## src/rtl/uart_rx_pkg.sv

```systemverilog
// Shared definitions for the UART receive path: FSM state encoding and the
// bit-period helper that uart_tx uses too, so both ends agree on timing.
package uart_rx_pkg;

    typedef enum logic [2:0] {
        ST_IDLE      = 3'd0,
        ST_START     = 3'd1,
        ST_DATA      = 3'd2,
        ST_STOP      = 3'd3,
        ST_WAIT_HIGH = 3'd4
    } rx_state_e;

    localparam int unsigned CNT_W = 16;

    function automatic int unsigned bit_count(input int unsigned clk_freq,
                                              input int unsigned bps);
        return clk_freq / bps;
    endfunction

endpackage

```

## src/rtl/uart_rx_sync_2ff.sv

```systemverilog
// Two-flop synchroniser for a single asynchronous input pin; the reset value
// is chosen per pin so an idle line does not look like an edge after reset.
module sync_2ff #(
    parameter logic RST_VAL = 1'b1
) (
    input  logic clk,
    input  logic rst,
    input  logic d_i,
    output logic q_o
);

    logic meta_q;
    logic sync_q;

    always_ff @(posedge clk or posedge rst) begin
        if (rst) begin
            meta_q <= RST_VAL;
            sync_q <= RST_VAL;
        end else begin
            meta_q <= d_i;
            sync_q <= meta_q;
        end
    end

    assign q_o = sync_q;

endmodule

```

## src/rtl/uart_rx.sv

```systemverilog
// 8N1 serial receiver with a one-entry holding register (data/valid/require),
// framing-error pulse and sticky overrun flag.
module uart_rx
    import uart_rx_pkg::*;
#(
    parameter int unsigned CLK_FREQ = 50_000_000,
    parameter int unsigned UART_BPS = 115200
) (
    input  logic       clk,
    input  logic       rst,
    input  logic       uart_rxd,
    output logic [7:0] data,
    output logic       valid,
    input  logic       require,
    output logic       frame_err,
    output logic       overrun,
    output logic       busy,
    output logic [2:0] dbg_state
);

    localparam int unsigned BIT_CNT  = bit_count(CLK_FREQ, UART_BPS);
    localparam int unsigned HALF_CNT = BIT_CNT / 2;
    localparam logic [CNT_W-1:0] BIT_LAST  = CNT_W'(BIT_CNT - 1);
    localparam logic [CNT_W-1:0] HALF_LAST = CNT_W'(HALF_CNT - 1);

    logic             rxd_s;
    logic             rxd_prev_q;
    rx_state_e        state_q;
    logic [CNT_W-1:0] cnt_q;
    logic [2:0]       idx_q;
    logic [7:0]       shreg_q;
    logic             deliver_q;
    logic             frame_err_q;

    logic [7:0]       data_q,    data_d;
    logic             valid_q,   valid_d;
    logic             overrun_q, overrun_d;

    sync_2ff #(.RST_VAL(1'b1)) u_sync (
        .clk (clk),
        .rst (rst),
        .d_i (uart_rxd),
        .q_o (rxd_s)
    );

    // Receive FSM. Samples are taken only at bit centres; cnt restarts at each sample.
    always_ff @(posedge clk or posedge rst) begin
        if (rst) begin
            rxd_prev_q  <= 1'b1;
            state_q     <= ST_IDLE;
            cnt_q       <= '0;
            idx_q       <= '0;
            shreg_q     <= '0;
            deliver_q   <= 1'b0;
            frame_err_q <= 1'b0;
        end else begin
            rxd_prev_q  <= rxd_s;
            deliver_q   <= 1'b0;
            frame_err_q <= 1'b0;
            case (state_q)
                ST_IDLE: begin
                    cnt_q <= '0;
                    if (rxd_prev_q && !rxd_s) begin
                        state_q <= ST_START;
                    end
                end
                ST_START: begin
                    if (cnt_q == HALF_LAST) begin
                        cnt_q   <= '0;
                        idx_q   <= '0;
                        state_q <= rxd_s ? ST_IDLE : ST_DATA;
                    end else begin
                        cnt_q <= cnt_q + 1'b1;
                    end
                end
                ST_DATA: begin
                    if (cnt_q == BIT_LAST) begin
                        cnt_q   <= '0;
                        shreg_q <= {rxd_s, shreg_q[7:1]};
                        idx_q   <= idx_q + 3'd1;
                        if (idx_q == 3'd7) begin
                            state_q <= ST_STOP;
                        end
                    end else begin
                        cnt_q <= cnt_q + 1'b1;
                    end
                end
                ST_STOP: begin
                    if (cnt_q == BIT_LAST) begin
                        cnt_q <= '0;
                        if (rxd_s) begin
                            deliver_q <= 1'b1;
                            state_q   <= ST_IDLE;
                        end else begin
                            frame_err_q <= 1'b1;
                            state_q     <= ST_WAIT_HIGH;
                        end
                    end else begin
                        cnt_q <= cnt_q + 1'b1;
                    end
                end
                ST_WAIT_HIGH: begin
                    // A held-low break must not look like a new start bit.
                    if (rxd_s) begin
                        state_q <= ST_IDLE;
                    end
                end
                default: begin
                    state_q <= ST_IDLE;
                end
            endcase
        end
    end

    // Holding register: a consume and a delivery in the same cycle swap the byte in place.
    always_comb begin
        data_d    = data_q;
        valid_d   = valid_q;
        overrun_d = overrun_q;
        if (require && valid_q) begin
            valid_d   = 1'b0;
            overrun_d = 1'b0;
        end
        if (deliver_q) begin
            if (valid_q && !require) begin
                overrun_d = 1'b1;
            end else begin
                data_d  = shreg_q;
                valid_d = 1'b1;
            end
        end
    end

    always_ff @(posedge clk or posedge rst) begin
        if (rst) begin
            data_q    <= 8'h00;
            valid_q   <= 1'b0;
            overrun_q <= 1'b0;
        end else begin
            data_q    <= data_d;
            valid_q   <= valid_d;
            overrun_q <= overrun_d;
        end
    end

    assign data      = data_q;
    assign valid     = valid_q;
    assign overrun   = overrun_q;
    assign frame_err = frame_err_q;
    assign busy      = (state_q != ST_IDLE);
    assign dbg_state = state_q;

endmodule
```

## config.mk

```make
export PLATFORM = sky130hd
export DESIGN_NAME = uart_rx
export DESIGN_NICKNAME = d
export VERILOG_FILES = /design/src/rtl/uart_rx_pkg.sv /design/src/rtl/uart_rx_sync_2ff.sv /design/src/rtl/uart_rx.sv
export SDC_FILE = /design/constraint.sdc
export NUM_CORES = 1
export LEC_CHECK = 0
export BUFFER_PORTS_ARGS = -buffer_cell sky130_fd_sc_hd__clkbuf_2
export CAP_MARGIN = 40
export CORE_ASPECT_RATIO = 1.5
export CORE_MARGIN = 8
export CORE_UTILIZATION = 58
export CTS_BUF_LIST = sky130_fd_sc_hd__clkbuf_8 sky130_fd_sc_hd__clkbuf_16
export DETAILED_ROUTE_END_ITERATION = 10
export PLACE_DENSITY = 0.78
export SETUP_SLACK_MARGIN = 0.05
export SLEW_MARGIN = 5
export SYNTH_ARGS = -nofsm -noshare
export SYNTH_HDL_FRONTEND = slang
export SYNTH_HIERARCHICAL = 1
export SYNTH_SLANG_ARGS = --single-unit
```

## constraint.sdc

```tcl
create_clock -name clk -period 2.6 [get_ports clk]
set_input_delay 0.26 -clock clk [delete_from_list [all_inputs] [get_ports clk]]
set_output_delay 0.26 -clock clk [all_outputs]
set_load 0.05 [all_outputs]
```

# Word level (Yosys, flattened, before mapping)
# Index checks and enable logic that the tools add are counted.
[word_totals]
regBits = 45
inputBits = 4
out_inout_bits = 15
elab_cells = 69
[op_classes]
addsub = 2
n_eq_ne = 13
mux = 27
n_bitwise = 1
n_reduce_logical = 14
[op_table]
columns = ["op", "count"]
rows = [
  ["16-bit case mux with 3 select lines", 1],
  ["16-bit 2-to-1 mux", 2],
  ["3-bit 2-to-1 mux", 9],
  ["16-bit by 1-bit adder with 16-bit output, second input constant", 1],
  ["16-bit by 8-bit equality test with 1-bit output, second input constant", 1],
  ["16-bit by 9-bit equality test with 1-bit output, second input constant", 1],
  ["3-bit case mux with 5 select lines", 1],
  ["1-bit 2-to-1 mux", 12],
  ["2-bit != test, second input constant", 5],
  ["3-bit by 2-bit equality test with 1-bit output, second input constant", 2],
  ["3-bit equality test, second input constant", 2],
  ["3-bit case mux with 2 select lines", 1],
  ["6-bit AND reduction", 1],
  ["3-bit nonzero test", 2],
  ["2-bit AND reduction", 2],
  ["3-bit by 1-bit adder with 3-bit output, second input constant", 1],
  ["3-bit by 1-bit equality test with 1-bit output, second input constant", 1],
  ["1-bit logical AND", 3],
  ["3-bit zero test", 1],
  ["3-bit AND reduction", 1],
  ["1-bit zero test", 2],
  ["2-bit 2-to-1 mux", 1],
  ["2-bit by 1-bit != test with 1-bit output, second input constant", 1],
  ["2-bit nonzero test", 1],
  ["2 further kinds", 2],
]

# Depth between registers and ports, before layout
# Gate-level depths: netlist of the first run.
[logic_depth]
depth_word = 4
depth_mapped = 8
ltp_nobuf = 7

# Hierarchy
# The synthesis of the first run kept the hierarchy.
[by_module_without_submodules]
columns = ["module", "instances", "cells_each", "area_each_um2", "seq_area_each_um2"]
rows = [
  ["uart_rx", 1, 188, 2079.5, 1077.3],
  ["sync_2ff", 1, 3, 56.3, 52.6],
]

# Worst setup path after synthesis of the first run
# No wires, ideal clock.
[synth_timing]
path_kind = "register -> register"
from = "register state_q[2], in the netlist dbg_state[2]"
to = "register shreg_q[0]"
setup_time_ps = 125
t_arrival_ps = 1836
t_required_ps = 2475
path_slack_ps = 640
stages_incl_launch_ff = 7
n_path_buf = 2
synth_period_minus_slack_ps = 1960
path_cell_list = "dfrtp_1 clkbuf_1 clkinv_1 nand2_1 nor3_1 buf_4 mux2_2"
[synth_between]
elab_chain_cells = 2
[synth_lines]
columns = ["item", "line_no", "text"]
rows = [
  ["start, declared", "uart_rx.sv:28", "rx_state_e state_q;"],
  ["start signal, assigned", "uart_rx.sv:71", "state_q <= rxd_s ? ST_IDLE : ST_DATA;"],
  ["3-bit by 2-bit equality test with 1-bit output", "uart_rx.sv:60", "case (state_q)"],
  ["2-bit AND reduction (no line)", "n/a", ""],
  ["end signal, assigned", "uart_rx.sv:79", "shreg_q <= {rxd_s, shreg_q[7:1]};"],
  ["end, declared", "uart_rx.sv:31", "logic [7:0] shreg_q;"],
]
# Every way passes these cells.
# A chain may end at the register's enable or synchronous reset.

# Worst setup path in the final report of the first run
[layout_timing]
from = "register cnt_q[13]"
to = "register cnt_q[6]"
[layout_between]
elab_chain_cells = 3
word_cells_on_any_way = 5
classes_between = "eq/ne (2); mux (3)"
[layout_lines]
columns = ["item", "line_no", "text"]
rows = [
  ["start, declared", "uart_rx.sv:29", "logic [CNT_W-1:0] cnt_q;"],
  ["start signal, assigned", "uart_rx.sv:73", "cnt_q <= cnt_q + 1'b1;"],
  ["start signal, assigned", "uart_rx.sv:85", "cnt_q <= cnt_q + 1'b1;"],
  ["start signal, assigned", "uart_rx.sv:99", "cnt_q <= cnt_q + 1'b1;"],
  ["16-bit by 9-bit equality test with 1-bit output or 16-bit by 8-bit equality test with 1-bit output (tied branches)", "uart_rx.sv:77, uart_rx.sv:89, uart_rx.sv:68", ""],
  ["16-bit 2-to-1 mux (on tied branches)", "uart_rx.sv:77, uart_rx.sv:89, uart_rx.sv:68", ""],
  ["16-bit case mux with 3 select lines (*)", "uart_rx.sv:60", ""],
]
# Mark *: on every way between the ends. The rest lies on a longest branch, timed or not.

==> qor.yml, run 1 <==
area_delta_synth_final_pct: 11.48
gr-usage-met3: 0.04720
clock-sinks: 45
die_w_um: 65.55
skew_ps: 6.719
die-area_mm2: 0.005920
drc: 0
multi_input_area_um2: 929.6
postPlaceCellArea_mm2: 0.002263
cts-root-buf: "clkbuf_8"
antenna_cells: 0
grt_pass1_vias: 1566
cts_buffers: 5
dp_hpwl_um: 2987
synth_edf_count: 0
drt-pass1-iter-count: 4
cts_tree: "yes"
syn_area_per_cell_um2: 11.18
vias_per_cell: 5.949
overflow: 0
num_vias: 1529
vdd_drop_max_uv: 595.5
regToRegEndpoint: "cnt_q[6]"
rows: 27
yosysWarningCount: 6
synth-main-ff-cell: "dfrtp_1"
crit_fanout: 13
cts_resized: 0
place_inst: 248
final_nets: 222
p_leak_uw: 0.001173
relSlewSlack: 0.5736
status: "finished, final reports clean"
reg2reg_from: "cnt_q[13]"
cts_buffer_depth: 2
maxSlewViolCount: 0
clk_pin_slew_ps: 80
crit_path_start_kind: "register"
fill_cells: 270
min_period_ps: 2304
ys_ff_latch: 45
drive_gt1_frac: 0.2570
rr_worst_depth: 5
register_area_mm2: 0.001130
ys_types: 38
htreeDepth: 2
p_per_area_mw_per_mm2: 774.1
fmax_mhz: 434.1
final_design_area_no_fill_mm2: 0.002381
core_mm2: 0.003615
start_util: 0.5909
top_usage_layer: "met2"
hold_ws_ps: 34.27
drtAntennaViolNets: 0
hold_path.startpoint: "uart_rxd"
maxCapViolCount: 0
gp_congestion: 0.9477
worstPathArrival_ps: 2500
antenna_found_initial: 0
hold_viol_final: 0
io_buffers: 18
tns_ps: 0
worst-endpoint-required_ps: 2790
drt_wl_total_um: 4124
use_met2: 0.2704
synthArstFlopShare: 1.000
grt_max_degree: 44
syn_inst: 191
min_path_type: "primary input to register"
grt_pass1_wl_um: 6996
drtIter0Drc: 61
boundaryPins: 19
hold_buffers: 1
grtUsageTotal: 0.1512
tightest_slew_ps: 639.6
clk_latency_ps: 300
met1_usage: 0.1455
syn-cell-area_mm2: 0.002136
cts_setup_buffers: 0
die_y_um: 90.32
crit_path_end_kind: "register"
synth_nets: 200
final_cells: 257
ys_seq_area_frac: 0.5290
post-route-period-util: 0.8861
path_class: "register to register"
cp-endpoint: "cnt_q[6]"
rsz0062_at_grt: "no"
setup_viol: 0
r2r_slack_ps: 300
routedWlPerCell_um: 16.05
cp-startpoint: "cnt_q[13]"
-- routing by layer --
metal	part of all wire	up-vias
met3	0.048	10
met2	0.56	24
met5	0	-
met4	0.026	0
li1	-	723
met1	0.37	772
-- placed cells by master, fill, tap and decap left out, types with 2 or more instances in the layout --
cell      Yosys  final
nand2_1      12     12
nand4_1       5      5
o21ai_0      10     10
nor4_1        2      2
nor2_1       17     17
buf_4         1      3
mux2_4        2      2
dfrtp_1      42     42
xor2_1        2      2
clkbuf_8      0      5
inv_1         9     10
a21oi_1       9      9
ha_1          5      5
nor4_4        2      2
and4_1        3      3
a22o_1        5      5
a31oi_1       2      2
or3_1         6      6
nor3_1        5      5
clkbuf_2      0     18
nand2b_1      2      2
a21o_1        3      3
nand3_1       7      7
nor3b_1       3      3
dfstp_2       3      3
mux2_2       17     17
-- cell usage after synthesis (2+ instances only) --
library cell / number / share of area
a31oi_1: 2 / 0.0059
inv_1: 9 / 0.016
nand4_1: 5 / 0.015
mux2_2: 17 / 0.090
a21oi_1: 9 / 0.021
and4_1: 3 / 0.012
a22o_1: 5 / 0.021
xor2_1: 2 / 0.0082
nor3_1: 5 / 0.012
clkbuf_1: 4 / 0.0070
nand2_1: 12 / 0.021
nor4_4: 2 / 0.020
ha_1: 5 / 0.029
mux2_4: 2 / 0.014
or3_1: 6 / 0.018
nor3b_1: 3 / 0.011
nand3_1: 7 / 0.016
nor2_1: 17 / 0.030
nor4_1: 2 / 0.0059
o21ai_0: 10 / 0.023
dfstp_2: 3 / 0.037
nand2b_1: 2 / 0.0059
dfrtp_1: 42 / 0.49
a21o_1: 3 / 0.011
-- per-stage QoR --
stage	total power [µW]	utilization	setup WS, ps
after floorplan	1257	-	639.7
after global placement	1318	0.6262	491.3
after detailed placement	1344	0.6262	328.4
after CTS	1858	0.6587	298.8
after global routing	1938	0.6587	159.0
final	1843	0.6587	296.2
-- sequential cells by signal, indices dropped and copies added (netlist names) --
| register | cells |
|---|---|
| cnt_q | 16 |
| data | 8 |
| dbg_state | 3 |
| deliver_q | 1 |
| frame_err | 1 |
| idx_q | 3 |
| overrun | 1 |
| rxd_prev_q | 1 |
| shreg_q | 8 |
| u_sync/meta_q | 1 |
| u_sync/q_o | 1 |
| valid | 1 |
-- critical path, stage by stage, from the launching register on --
cell and delay [ps]:
dfrtp_1 410, nor4_1 450, nand4_1 250, a32oi_2 630, o21ai_0 230, a22o_1 220
-- worst min path at each step --
stage	endpoint	slack, ps	cells past startpoint
after global placement	u_sync/meta_q	270	2
after detailed placement	u_sync/meta_q	290	2
after floorplan	u_sync/meta_q	170	1
after CTS	u_sync/meta_q	30	1
after global routing	u_sync/meta_q	20	1
final	u_sync/meta_q	30	1
-- where the power goes --
| group | switching (µW) | leakage, µW | internal, µW |
|---|---|---|---|
| combinational | 326 | 0.000507 | 179 |
| clock | 227 | 0.0000593 | 281 |
| sequential | 87.0 | 0.000606 | 743 |
-- cell families after synthesis --
logic type,share of synthesized area
flip-flops,0.5290
buffers and inverters,0.03573
adder cells (fa/ha/maj),0.02929
multiplexers,0.1084
AO/OA/AOI/OAI,0.09725
XOR/XNOR,0.01230
AND/OR/NAND/NOR,0.1880
-- cell type report --
type,count,share of cell area
Inverter,10,0.01576
Timing Repair Buffer,22,0.05150
Clock inverter,3,0.01629
Sequential cell,45,0.4745
Multi-Input combinational cell,129,0.3904
Clock buffer,5,0.02890
Tap cell,43,0.02260
No activity file was read; power rests on OpenSTA's default activity.
==> inputs of run 2 (changes only) <==
--- a/config.mk
+++ b/config.mk
@@ -10,8 +10,9 @@
 export CORE_ASPECT_RATIO = 1.5
 export CORE_MARGIN = 8
-export CORE_UTILIZATION = 58
+export CORE_UTILIZATION = 55
 export CTS_BUF_LIST = sky130_fd_sc_hd__clkbuf_8 sky130_fd_sc_hd__clkbuf_16
+export CTS_CLUSTER_SIZE = 40
 export DETAILED_ROUTE_END_ITERATION = 10
-export PLACE_DENSITY = 0.78
+export PLACE_DENSITY = 0.75
 export SETUP_SLACK_MARGIN = 0.05
 export SLEW_MARGIN = 5
==> constraint.sdc (replaced) <==
create_clock -name clk -period 2.6 [get_ports clk]
set_input_delay 0.39 -clock clk [delete_from_list [all_inputs] [get_ports clk]]
set_output_delay 0.39 -clock clk [all_outputs]
set_load 0.05 [all_outputs]
==> run 2 against run 1 <==
  * Sequential cell count did not move
  * Via count fell by 0.20%
  * Register-to-register slack improved by 50 ps
  * Utilization fell by 4.7 points
  * Combinational power fell by 1%
  * Largest power group unchanged
  * Sequential power fell by 0.8%
  * Critical path type unchanged
==> qor.yml, run 2 (synthesis gave the netlist of run 1 again) <==
cts_buffers: 5  # unchanged
fmax_mhz: 444.1  # +2.3%
cts_buffer_depth: 2  # unchanged
status: "finished, final reports clean"
postPlaceCellArea_mm2: 0.002266  # +0.11%
pwr-share-seq: 0.469  # +0.019
dp_hpwl_um: 2955  # -1.1%
overflow: 0  # unchanged
p_sw_frac: 0.3673  # +0.02009
hold_viol_final: 0  # unchanged
clk_pin_slew_ps: 80  # about the same
cpLargestDelayFamily: "simple AND/OR/NAND/NOR gates"
crit_fanout: 13  # unchanged
grtUsageTotal: 0.1453  # -0.005921
worst-endpoint-required_ps: 2790  # about the same
min_period_ps: 2252  # -52.14 ps
path_class: "register to register"
setup_viol: 0  # unchanged
cts_resized: 0  # unchanged
grt_pass1_wl_um: 7155  # +2.3%
routedWlPerCell_um: 15.78  # -1.6%
drive_gt1_frac: 0.2629  # +0.005901
multi_input_area_um2: 929.6  # unchanged
post-route-period-util: 0.8660  # -0.02005
p_comb_frac: 0.285  # +0.011
num_vias: 1526  # -0.20%
relSlewSlack: 0.5255  # -0.04808
p_int_uw: 1110  # -7.7%
drtIter0Drc: 109  # +79%
p_per_area_mw_per_mm2: 744.9  # -3.8%
antenna_found_initial: 0  # unchanged
gp_congestion: 0.9153  # -3.4%
rr_worst_depth: 5  # unchanged
p_leak_uw: 0.001154  # -1.6%
cts_tree: "yes"
worst_path_max_delay_cell: "a32oi_2"
grt_pass1_vias: 1595  # +1.9%
die_y_um: 92.32  # +2.2%
p_sw_uw: 644.6  # +0.73%
rsz0062_at_grt: "no"
die_w_um: 66.88  # +2.0%
final_nets: 221  # -0.45%
path_buf_inv: 0  # unchanged
min_path_type: "primary input to asynchronous set/reset pin"
pre_cts_ws_ps: 415.1  # +86.75 ps
regToRegEndpoint: "cnt_q[4]"
skew_ps: 10.07  # +3.352 ps
start_util: 0.5542  # -0.03664
boundaryPins: 19  # unchanged
drtAntennaViolNets: 0  # unchanged
worstPathCellList: "nor4_4 -> nand4_1 -> a32oi_2 -> nor2_1 -> mux2_2"
maxSlewViolCount: 0  # unchanged
drc: 0  # unchanged
io_buffers: 18  # unchanged
clk_latency_ps: 300  # about the same
core_mm2: 0.003854  # +6.6%
r2r_slack_ps: 350  # +50 ps
vdd_drop_max_uv: 769.2  # +29%
cts-root-buf: "clkbuf_8"
final_design_area_no_fill_mm2: 0.002356  # -1.1%
vias_per_cell: 5.915  # -0.58%
postLayoutCoreUtil: 0.6114  # -0.04734
layout_setup_ws_ps: 348.3  # +52.14 ps
antenna_cells: 0  # unchanged
cts_setup_buffers: 0  # unchanged
largest_reg_flops: 16  # unchanged
crit_path_end_kind: "register"
grt_max_degree: 44  # unchanged
maxCapViolCount: 0  # unchanged
rows: 28  # +3.7%
drt_wl_total_um: 4072  # -1.3%
die-area_mm2: 0.006174  # +4.3%
clkPwrFrac: 0.246  # -0.029
final_cell_mix: "dfrtp_1 (42), clkbuf_2 (18), nor2_1 (17), mux2_2 (17), nand2_1 (12)"
htreeDepth: 2  # unchanged
drt-pass1-iter-count: 4  # unchanged
hold_ws_ps: 95.42  # +61.16 ps
final_common_cell: "dfrtp_1"
clock-sinks: 45  # unchanged
worstPathArrival_ps: 2440  # -60 ps
tns_ps: 0  # unchanged
max_stage_delay_ps: 640  # about the same
hold_buffers: 0  # -1
area_delta_synth_final_pct: 10.31
register_area_mm2: 0.001130  # unchanged
largest-register: "cnt_q"
fill_cells: 328  # +21%
tightest_slew_ps: 711.7  # +72.13 ps
reg2reg_from: "cnt_q[9]"
crit_path_start_kind: "register"
run 2: cell count changes in the layout (fill, tap and decap cells not counted):
cell	delta
dlygate4sd3_1	-1
inv_1	-1
bufinv_16	-1
inv_6	+1
clkinvlp_4	+1
run 2: through the flow:
| step | cells | power (µW) |
|---|---|---|
| after global routing | 258 | 1866 |
| after floorplan | 191 | 1257 |
| after global placement | 250 | 1315 |
| final | 258 | 1755 |
| after CTS | 258 | 1767 |
| after detailed placement | 250 | 1333 |
run 2: layout make-up:
class,instances,share of cell area
clock inverters,3,0.009028
well taps,45,0.02390
multi-input cells,129,0.3946
clock buffers,5,0.02921
flip-flops and latches,45,0.4796
repair buffers,21,0.04780
inverters,10,0.01593
run 2: how the worst max path moves through the flow:
| stage | startpoint | endpoint | cells past startpoint |
|---|---|---|---|
| final | cnt_q[9] | cnt_q[4] | 5 |
| after CTS | cnt_q[9] | cnt_q[4] | 5 |
| after global routing | cnt_q[13] | cnt_q[9] | 5 |
| after global placement | cnt_q[0] | cnt_q[4] | 7 |
| after detailed placement | cnt_q[9] | cnt_q[4] | 5 |
| after floorplan | dbg_state[2] | busy | 3 |
run 2: per-layer routing:
| layer | vias to the layer above | wire length, µm | GRT usage |
|---|---|---|---|
| li1 | 728 | - | - |
| met1 | 744 | 1557 | 0.1550 |
| met2 | 42 | 2205 | 0.2546 |
| met3 | 12 | 208 | 0.03869 |
| met4 | 0 | 101 | 0.06655 |
| met5 | - | 0 | 0 |
run 2: power by group through the flow:
stage / Combinational [µW] / Sequential [µW] / Clock, µW
after CTS: 499 / 822 / 445
after floorplan: 409 / 848 / 0
after global routing: 557 / 836 / 473
final: 500 / 823 / 432
after global placement: 480 / 835 / 0
after detailed placement: 497 / 836 / 0
